**src/rtl/sha256_digest_reader.sv**
```systemverilog
// Digest read-back engine: fetches NUM_WORDS words from output_addr over the SHA-256 word bus,
// streams them on valid/ready and, when built with DIGEST_CMP_EN, compares against expected_digest.
module sha256_digest_reader #(
  parameter int NUM_WORDS = 8
) (
  input  logic         clk,
  input  logic         reset_n,
  input  logic         start,
  input  logic [15:0]  output_addr,
  input  logic [255:0] expected_digest,
  output logic         mem_clk,
  output logic         mem_we,
  output logic [15:0]  mem_addr,
  input  logic [31:0]  mem_read_data,
  output logic         out_valid,
  input  logic         out_ready,
  output logic [31:0]  out_data,
  output logic         done,
  output logic         match
);

  localparam logic [2:0] S_IDLE = 3'd0;
  localparam logic [2:0] S_REQ  = 3'd1;
  localparam logic [2:0] S_WAIT = 3'd2;
  localparam logic [2:0] S_CAPT = 3'd3;
  localparam logic [2:0] S_SEND = 3'd4;
  localparam logic [2:0] S_FIN  = 3'd5;

  localparam logic [4:0] LAST_IDX = 5'(NUM_WORDS - 1);

  logic [2:0] state;
  logic [4:0] idx;

  assign mem_clk = clk;
  assign mem_we  = 1'b0;

  always_ff @(posedge clk or negedge reset_n) begin
    if (!reset_n) begin
      state     <= S_IDLE;
      idx       <= '0;
      mem_addr  <= '0;
      out_valid <= 1'b0;
      out_data  <= '0;
      done      <= 1'b0;
    end else begin
      case (state)
        S_IDLE: if (start) begin
          idx   <= '0;
          done  <= 1'b0;
          state <= S_REQ;
        end
        S_REQ: begin
          mem_addr <= output_addr + {11'd0, idx};
          state    <= S_WAIT;
        end
        // address held here so the bus's second latency cycle completes before capture
        S_WAIT: state <= S_CAPT;
        S_CAPT: begin
          out_data  <= mem_read_data;
          out_valid <= 1'b1;
          state     <= S_SEND;
        end
        S_SEND: if (out_ready) begin
          out_valid <= 1'b0;
          idx       <= idx + 5'd1;
          state     <= (idx == LAST_IDX) ? S_FIN : S_REQ;
        end
        S_FIN: begin
          done  <= 1'b1;
          state <= S_IDLE;
        end
        default: state <= S_IDLE;
      endcase
    end
  end

`ifdef DIGEST_CMP_EN
  logic         mism;
  logic [255:0] exp_sh;
  logic [31:0]  exp_word;

  // words beyond the 256-bit digest shift in as zero
  assign exp_sh   = expected_digest << {idx, 5'd0};
  assign exp_word = exp_sh[255:224];

  always_ff @(posedge clk or negedge reset_n) begin
    if (!reset_n) begin
      mism  <= 1'b0;
      match <= 1'b0;
    end else begin
      case (state)
        S_IDLE:  if (start) mism <= 1'b0;
        S_CAPT:  mism  <= mism | (mem_read_data != exp_word);
        S_FIN:   match <= ~mism;
        default: ;
      endcase
    end
  end
`else
  logic unused_expected;
  assign unused_expected = ^expected_digest;
  assign match = 1'b0;
`endif

endmodule

```
**config.mk**
```make
export PLATFORM = sky130hd
export DESIGN_NAME = sha256_digest_reader
export DESIGN_NICKNAME = d
export VERILOG_FILES = /design/src/rtl/sha256_digest_reader.sv
export SDC_FILE = /design/constraint.sdc
export NUM_CORES = 1
export LEC_CHECK = 0
export BUFFER_PORTS_ARGS = -buffer_cell sky130_fd_sc_hd__buf_2
export CORE_AREA = 8 8 134 136
export DETAILED_ROUTE_END_ITERATION = 8
export DIE_AREA = 0 0 142 144
export PLACE_DENSITY = 0.58
export SLEW_MARGIN = 10
export SYNTH_ARGS = -nofsm -noshare
export SYNTH_HDL_FRONTEND = slang
export SYNTH_SLANG_ARGS = --single-unit
```
**constraint.sdc**
```tcl
create_clock -name clk -period 5.1 [get_ports clk]
set_input_delay 0.51 -clock clk [delete_from_list [all_inputs] [get_ports clk]]
set_output_delay 0.51 -clock clk [all_outputs]
set_load 0.01 [all_outputs]
```
# ---- Word-level counts from Yosys, hierarchy flattened
# Index checks and enable logic that the tools add are counted.
dict set report word_totals {
  ff_bits 58
  inputBits 308
  wordCells 35
  output_inout_bits 53
}
dict set report op_classes {
  reduce_logical 8
  muxes 11
  eq_ne 8
  add_sub_neg 2
}
# cell n
set ops {}
lappend ops {{16-bit by 5-bit adder with 16-bit output} 1}
lappend ops {{3-bit case mux with 5 select lines} 1}
lappend ops {{5-bit 2-to-1 mux} 2}
lappend ops {{5-bit case mux with 2 select lines} 1}
lappend ops {{3-bit 2-to-1 mux} 3}
lappend ops {{3-bit by 2-bit equality test with 1-bit output (second input constant)} 2}
lappend ops {{3-bit equality test (second input constant)} 2}
lappend ops {{2-bit AND reduction} 3}
lappend ops {{2-bit nonzero test} 3}
lappend ops {{5-bit by 1-bit adder with 5-bit output (second input constant)} 1}
lappend ops {{5-bit by 3-bit equality test with 1-bit output (second input constant)} 1}
lappend ops {{2-bit inequality test (second input constant)} 2}
lappend ops {{1-bit case mux with 2 select lines} 2}
lappend ops {{3-bit by 1-bit equality test with 1-bit output (second input constant)} 1}
lappend ops {{3-bit zero test} 1}
lappend ops {{3-bit AND reduction} 1}
lappend ops {{1-bit 2-to-1 mux} 2}

# ---- Logic depth before layout (Yosys ltp)
# Gate-level depths: netlist of the first run.
dict set report logic_depth {
  ltp_word 4
  depth_mapped 7
  mapped_depth_nobuf 7
}

==> impl_metrics.yaml, run 1 <==
cts:
  cts_hold_repair.buffers: 0
  clkTransAtPathRegs_ns: 0.06
  cts_resized: 0
  cts_tree: "yes"
  cts_setup_buffers: 0
  insertion_delay_ns: 0.45
detailed_routing:
  vias_per_cell: 3.684
  first_iter_violations: 53
  routed_wl_um: 7187
  drtPass1Iterations: 4
  vias: 2052
  drc: 0
  wire_per_inst_um: 12.90
  ant_nets: 0
cells_and_area:
  area_growth_pct: 42.54
  design_area_um2: 3811
  fin_cells: 557
  fillers: 1707
  mostFrequentLayoutCells: "buf_2 (102), dfrtp_1 (58), mux2_2 (34)"
  drive_gt1_frac: 0.4911
  final_common_cell: "buf_2"
  layout.nets: 646
power_and_ir_drop:
  power.density_nw_per_um2: 628.3
  peakVddDrop_mv: 0.3408
  p_leak_nw: 1.770
global_route:
  grt_usage: 0.07516
  grt_max_degree: 59
  grt_overflow: 0
  grt_pass1_wl_um: 11670
  grt_pass1_vias: 2355
  antenna_found_initial: 0
placed_design:
  dpl_cell_area_um2: 3406
  dp_hpwl_um: 5456
  port_buffers: 102
  dp_cells: 537
  gp_congestion: 0.8050
timing:
  timing.hold.ws_ns: 0.2133
  final.setup.tns_ns: 0
  finalHoldViolations: 0
  fin_skew_ns: 0.005066
  setup_violations: 0
  slew_headroom: 0.4117
  drv_slew: 0
  grt_setup_unrepaired: "no"
  tightest_slew_ns: 0.8803
setup_path:
  worst_ep_arrival_time_ns: 2.92
  endpoint_kind: "primary output"
  cp.required_ns: 4.59
  path_class: "clock port to primary output"
  crit_path_start_kind: "clock port"
  critical_path_peak_fanout: 2
yosys:
  synth_seq_area_share: 0.5428
  ys_warn_count: 0
  syn_area_um2: 2674
  synthArstFlopShare: 1.000
  ys_types: 38
  ys_ff_latch: 58
  synthCells: 224
  syn_avg_cell_area_um2: 11.94
  synth_edf_count: 0
  synth_ff_type: "dfrtp_1"
die:
  fp.dieW_um: 142
  rows: 47
  ios: 361
  fp.dieH_um: 144
  dieArea_um2: 20450
  start_util: 0.1665
  core_area_um2: 16050
job:
  cap_violations: 0
status:
  status: "completed"
min_path:
  hold_path_class: "input pin to asynchronous set/reset pin"
## worst paths after layout
check                          endpoint              start  slack (ns)  depth (start not counted)
max in group asynchronous  mem_addr[12]            reset_n        4.38                          2
min                        out_data[11]            reset_n        0.21                          2
min in group clk           out_data[24]  mem_read_data[24]        0.29                          2
max reg2reg                mem_addr[10]             idx[0]        2.92                          7
min reg2reg                 mem_addr[3]        mem_addr[3]        0.49                          2
max                             mem_clk                clk        1.67                          3
## power by group
| part | switching (mW) | internal [mW] | leakage [nW] |
|---|---|---|---|
| Combinational | 0.408 | 0.387 | 0.874 |
| Clock | 0.248 | 0.536 | 0.197 |
| Sequential | 0.134 | 0.681 | 0.699 |
## registers in the layout (all words and copies together), names as in the netlist
signal	cells
state	3
mem_addr	16
idx	5
out_data	32
done	1
out_valid	1
## synthesized netlist by cell type, types with 2 or more instances
cell | n | area share
dfrtp_1 | 58 | 0.54
mux2_2 | 34 | 0.14
nand2_1 | 24 | 0.034
o21ai_0 | 16 | 0.030
nor2_1 | 12 | 0.017
xor2_1 | 12 | 0.039
nand3_1 | 8 | 0.015
ha_1 | 6 | 0.028
xnor2_1 | 5 | 0.016
a21oi_1 | 4 | 0.0075
buf_2 | 4 | 0.0075
buf_4 | 4 | 0.011
inv_1 | 4 | 0.0056
nand4_1 | 4 | 0.0094
clkbuf_1 | 3 | 0.0042
a211oi_1 | 2 | 0.0056
a21o_1 | 2 | 0.0056
a22o_1 | 2 | 0.0066
## routing by layer
| metal | GRT usage | share of wire | wire (um) | vias to the layer above |
|---|---|---|---|---|
| li1 | - | - | - | 980 |
| met5 | 0 | 0 | 0 | - |
| met4 | 0.05653 | 0.032 | 230 | 0 |
| met3 | 0.03962 | 0.081 | 581 | 16 |
| met2 | 0.1128 | 0.48 | 3428 | 73 |
| met1 | 0.07913 | 0.41 | 2947 | 983 |
## stage by stage
| stage | setup slack, ns | power (mW) | util |
|---|---|---|---|
| 2_1_floorplan | 1.921 | 1.320 | - |
| 3_5_place_dp | 1.925 | 1.644 | 0.2121 |
| 6_report | 1.667 | 2.394 | 0.2374 |
| 5_1_grt | 1.658 | 2.566 | 0.2372 |
| 3_3_place_gp | 1.925 | 1.615 | 0.2121 |
| 4_1_cts | 1.662 | 2.441 | 0.2372 |
## critical path, cell delays in order
cell       delay [ns]
clkbuf_16        0.12
clkbuf_16        0.13
buf_2            0.13
## logic make-up (layout without fill, tap and decap cells)
| family | after synthesis | count (layout) | synth area share |
|---|---|---|---|
| compound gates | 32 | 32 | 0.07160 |
| xor+xnor | 17 | 17 | 0.05568 |
| fa+ha+maj | 7 | 7 | 0.03556 |
| buf+inv | 16 | 127 | 0.03275 |
| flops | 58 | 58 | 0.5428 |
| mux | 34 | 34 | 0.1432 |
| other cells | 1 | 3 | 0.001402 |
| simple gates | 59 | 59 | 0.1170 |
## final cells by class
cell class | count | area [um^2] | area share
inverters | 4 | 15.01 | 0.003940
well taps | 220 | 275.3 | 0.07223
diodes | 1 | 2.502 | 0.0006566
repair buffers | 103 | 520.5 | 0.1366
clock buffers | 13 | 305.3 | 0.08011
flip-flops and latches | 58 | 1451 | 0.3808
clock inverters | 7 | 102.6 | 0.02692
multi-input cells | 151 | 1139 | 0.2988
Power figures use the tool's default switching activity.
==> run 2, diff against run 1 <==
--- a/config.mk
+++ b/config.mk
@@ -5,11 +5,12 @@
 export SDC_FILE = /design/constraint.sdc
 export NUM_CORES = 1
 export LEC_CHECK = 0
+export ABC_AREA = 1
 export BUFFER_PORTS_ARGS = -buffer_cell sky130_fd_sc_hd__buf_2
 export CORE_AREA = 8 8 134 136
 export DETAILED_ROUTE_END_ITERATION = 8
 export DIE_AREA = 0 0 142 144
-export PLACE_DENSITY = 0.58
+export PLACE_DENSITY = 0.59
 export SLEW_MARGIN = 10
 export SYNTH_ARGS = -nofsm -noshare
 export SYNTH_HDL_FRONTEND = slang
==> constraint.sdc (replaced) <==
create_clock -name clk -period 3.6 [get_ports clk]
set_input_delay 0.36 -clock clk [delete_from_list [all_inputs] [get_ports clk]]
set_output_delay 0.36 -clock clk [all_outputs]
set_load 0.01 [all_outputs]
==> impl_metrics.yaml, run 2 <==
cells_and_area:
  mostFrequentLayoutCells: "nand2_1 (182), buf_2 (102), dfrtp_1 (58)"
  register_area_um2: 1451
  area_growth_pct: 38.66
  max_flop_register: "out_data"
  design_area_um2: 3918
  reg_top3: "out_data x32, mem_addr x16, idx x5"
  fillers: 1757
  final_common_cell: "nand2_1"
  drive_gt1_frac: 0.2704
  multi_input_area_um2: 1232
  layout.nets: 787
  largest_reg_flops: 32
timing:
  tightest_slew_ns: 0.8997
  grt_setup_unrepaired: "no"
  fin_skew_ns: 0.005534
  finalHoldViolations: 0
  setup_violations: 0
  final.setup.tns_ns: 0
  slew_headroom: 0.4002
  drv_slew: 0
die:
  start_util: 0.1760
  rows: 47
  fp.dieW_um: 142
  core_area_um2: 16050
  ios: 361
  fp.dieH_um: 144
  dieArea_um2: 20450
cts:
  insertion_delay_ns: 0.44
  cts_resized: 0
  cts_setup_buffers: 0
  cts_hold_repair.buffers: 0
  cts_tree: "yes"
  clkTransAtPathRegs_ns: 0.05
detailed_routing:
  vias: 2709
  drtPass1Iterations: 5
  ant_nets: 0
  routed_wl_um: 9188
  drc: 0
  first_iter_violations: 129
  vias_per_cell: 3.881
  wire_per_inst_um: 13.16
setup_path:
  crit_path_start_kind: "clock port"
  critical_path_peak_fanout: 2
  path_class: "clock port to primary output"
  worst_ep_arrival_time_ns: 2.17
  crit_path_start: "clk"
  endpoint: "mem_clk"
  rr_worst_depth: 10
  reg2reg_slack_ns: 1.56
  endpoint_kind: "primary output"
  reg2reg_to: "mem_addr[14]"
  timing.rr.start: "idx[0]"
  cp.required_ns: 3.24
job:
  cap_violations: 0
global_route:
  grt_max_degree: 41
  grt_overflow: 0
  grt_usage: 0.09462
  antenna_found_initial: 3
  grt_pass1_wl_um: 14460
  grt_pass1_vias: 2753
yosys:
  synth_edf_count: 0
  synthXorXnorAreaFrac: 0.01550
  synth_most_common_cell: "nand2_1"
  synthCells: 363
  synthSimpleGateAreaFrac: 0.3632
  synth_top_family_by_area: "simple AND/OR/NAND/NOR gates"
  syn_avg_cell_area_um2: 7.783
  ys_types: 23
  synth_seq_area_share: 0.5137
  synth_top_area_share: 0.5137
  synthAdderAreaFrac: 0.03366
  yosysTopAreaCell: "dfrtp_1"
  synth.area.top_cells: "dfrtp_1 (51%), nand2_1 (24%), nand3_1 (6.6%)"
  ys_ff_latch: 58
  ys_warn_count: 0
  synthMuxAreaShare: 0
  syn_area_um2: 2825
  synth-compound-area-share: 0.02126
  synth_ff_type: "dfrtp_1"
  synthTopCellsByCount: "nand2_1 (182), dfrtp_1 (58), nand3_1 (37)"
  synthArstFlopShare: 1.000
placed_design:
  gp_congestion: 0.8045
  dp_hpwl_um: 7125
  port_buffers: 102
  dpl_cell_area_um2: 3575
power_and_ir_drop:
  total_power_mw: 3.264
  peakVddDrop_mv: 0.4946
  p_leak_nw: 2.147
  power.density_nw_per_um2: 833.2
min_path:
  hold_path_class: "input pin to asynchronous set/reset pin"
status:
  status: "completed"
run 2: cell count changes in the layout (fill, tap and decap cells not counted), moves of 12 or more:
| cell | delta |
|---|---|
| nand2_1 | +158 |
| xor2_1 | -12 |
| nand3_1 | +29 |
| o21ai_0 | -15 |
| inv_1 | +13 |
| mux2_2 | -34 |
run 2: area by class of cell:
cell class,count,share of cell area
well taps,220,0.07027
repair buffers,104,0.1348
flip-flops and latches,58,0.3705
diodes,1,0.0006388
multi-input cells,273,0.3146
clock inverters,3,0.003833
inverters,22,0.02108
clock buffers,17,0.08432
run 2: cell families after synthesis:
kind of cell	after synthesis
AO/OA/AOI/OAI	11
XOR/XNOR	5
adder cells (fa/ha/maj)	7
buffers and inverters	33
flip-flops	58
other	1
AND/OR/NAND/NOR	248
run 2: worst min path at each step:
| stage | from | end | slack, ns | depth (start not counted) |
|---|---|---|---|---|
| 2_1_floorplan | reset_n | done | 0.06 | 0 |
| 3_3_place_gp | out_data[24] | out_data[24] | 0.45 | 2 |
| 3_5_place_dp | out_data[9] | out_data[9] | 0.45 | 2 |
| 4_1_cts | reset_n | done | 0.08 | 1 |
| 5_1_grt | mem_read_data[24] | out_data[24] | 0.11 | 3 |
| 6_report | reset_n | done | 0.06 | 1 |
run 2: through the flow:
stage,worst slack [ns],cells,hold WS (ns),utilization
5_1_grt,1.056,698,0.1101,0.2440
2_1_floorplan,1.321,364,0.06441,-
6_report,1.069,698,0.05632,0.2440
4_1_cts,1.065,697,0.08246,0.2439
3_3_place_gp,1.325,678,0.4496,0.2227
3_5_place_dp,1.325,678,0.4532,0.2227
run 2: power breakdown:
| group | leakage [nW] | internal, mW | switching [mW] |
|---|---|---|---|
| clock network | 0.174 | 0.630 | 0.321 |
| registers | 0.721 | 0.956 | 0.187 |
| logic | 1.25 | 0.427 | 0.744 |
run 2: critical path, cell delays in order:
cell and delay (ns):
clkbuf_16 0.12, clkbuf_16 0.12, buf_2 0.13
run 2: layer usage:
layer / up-vias / GRT usage / wire (um)
met1: 1233 / 0.1052 / 3889
met2: 103 / 0.1362 / 4070
li1: 1360 / - / -
met3: 9 / 0.06768 / 1107
met4: 4 / 0.03787 / 92
met5: - / 0 / 27
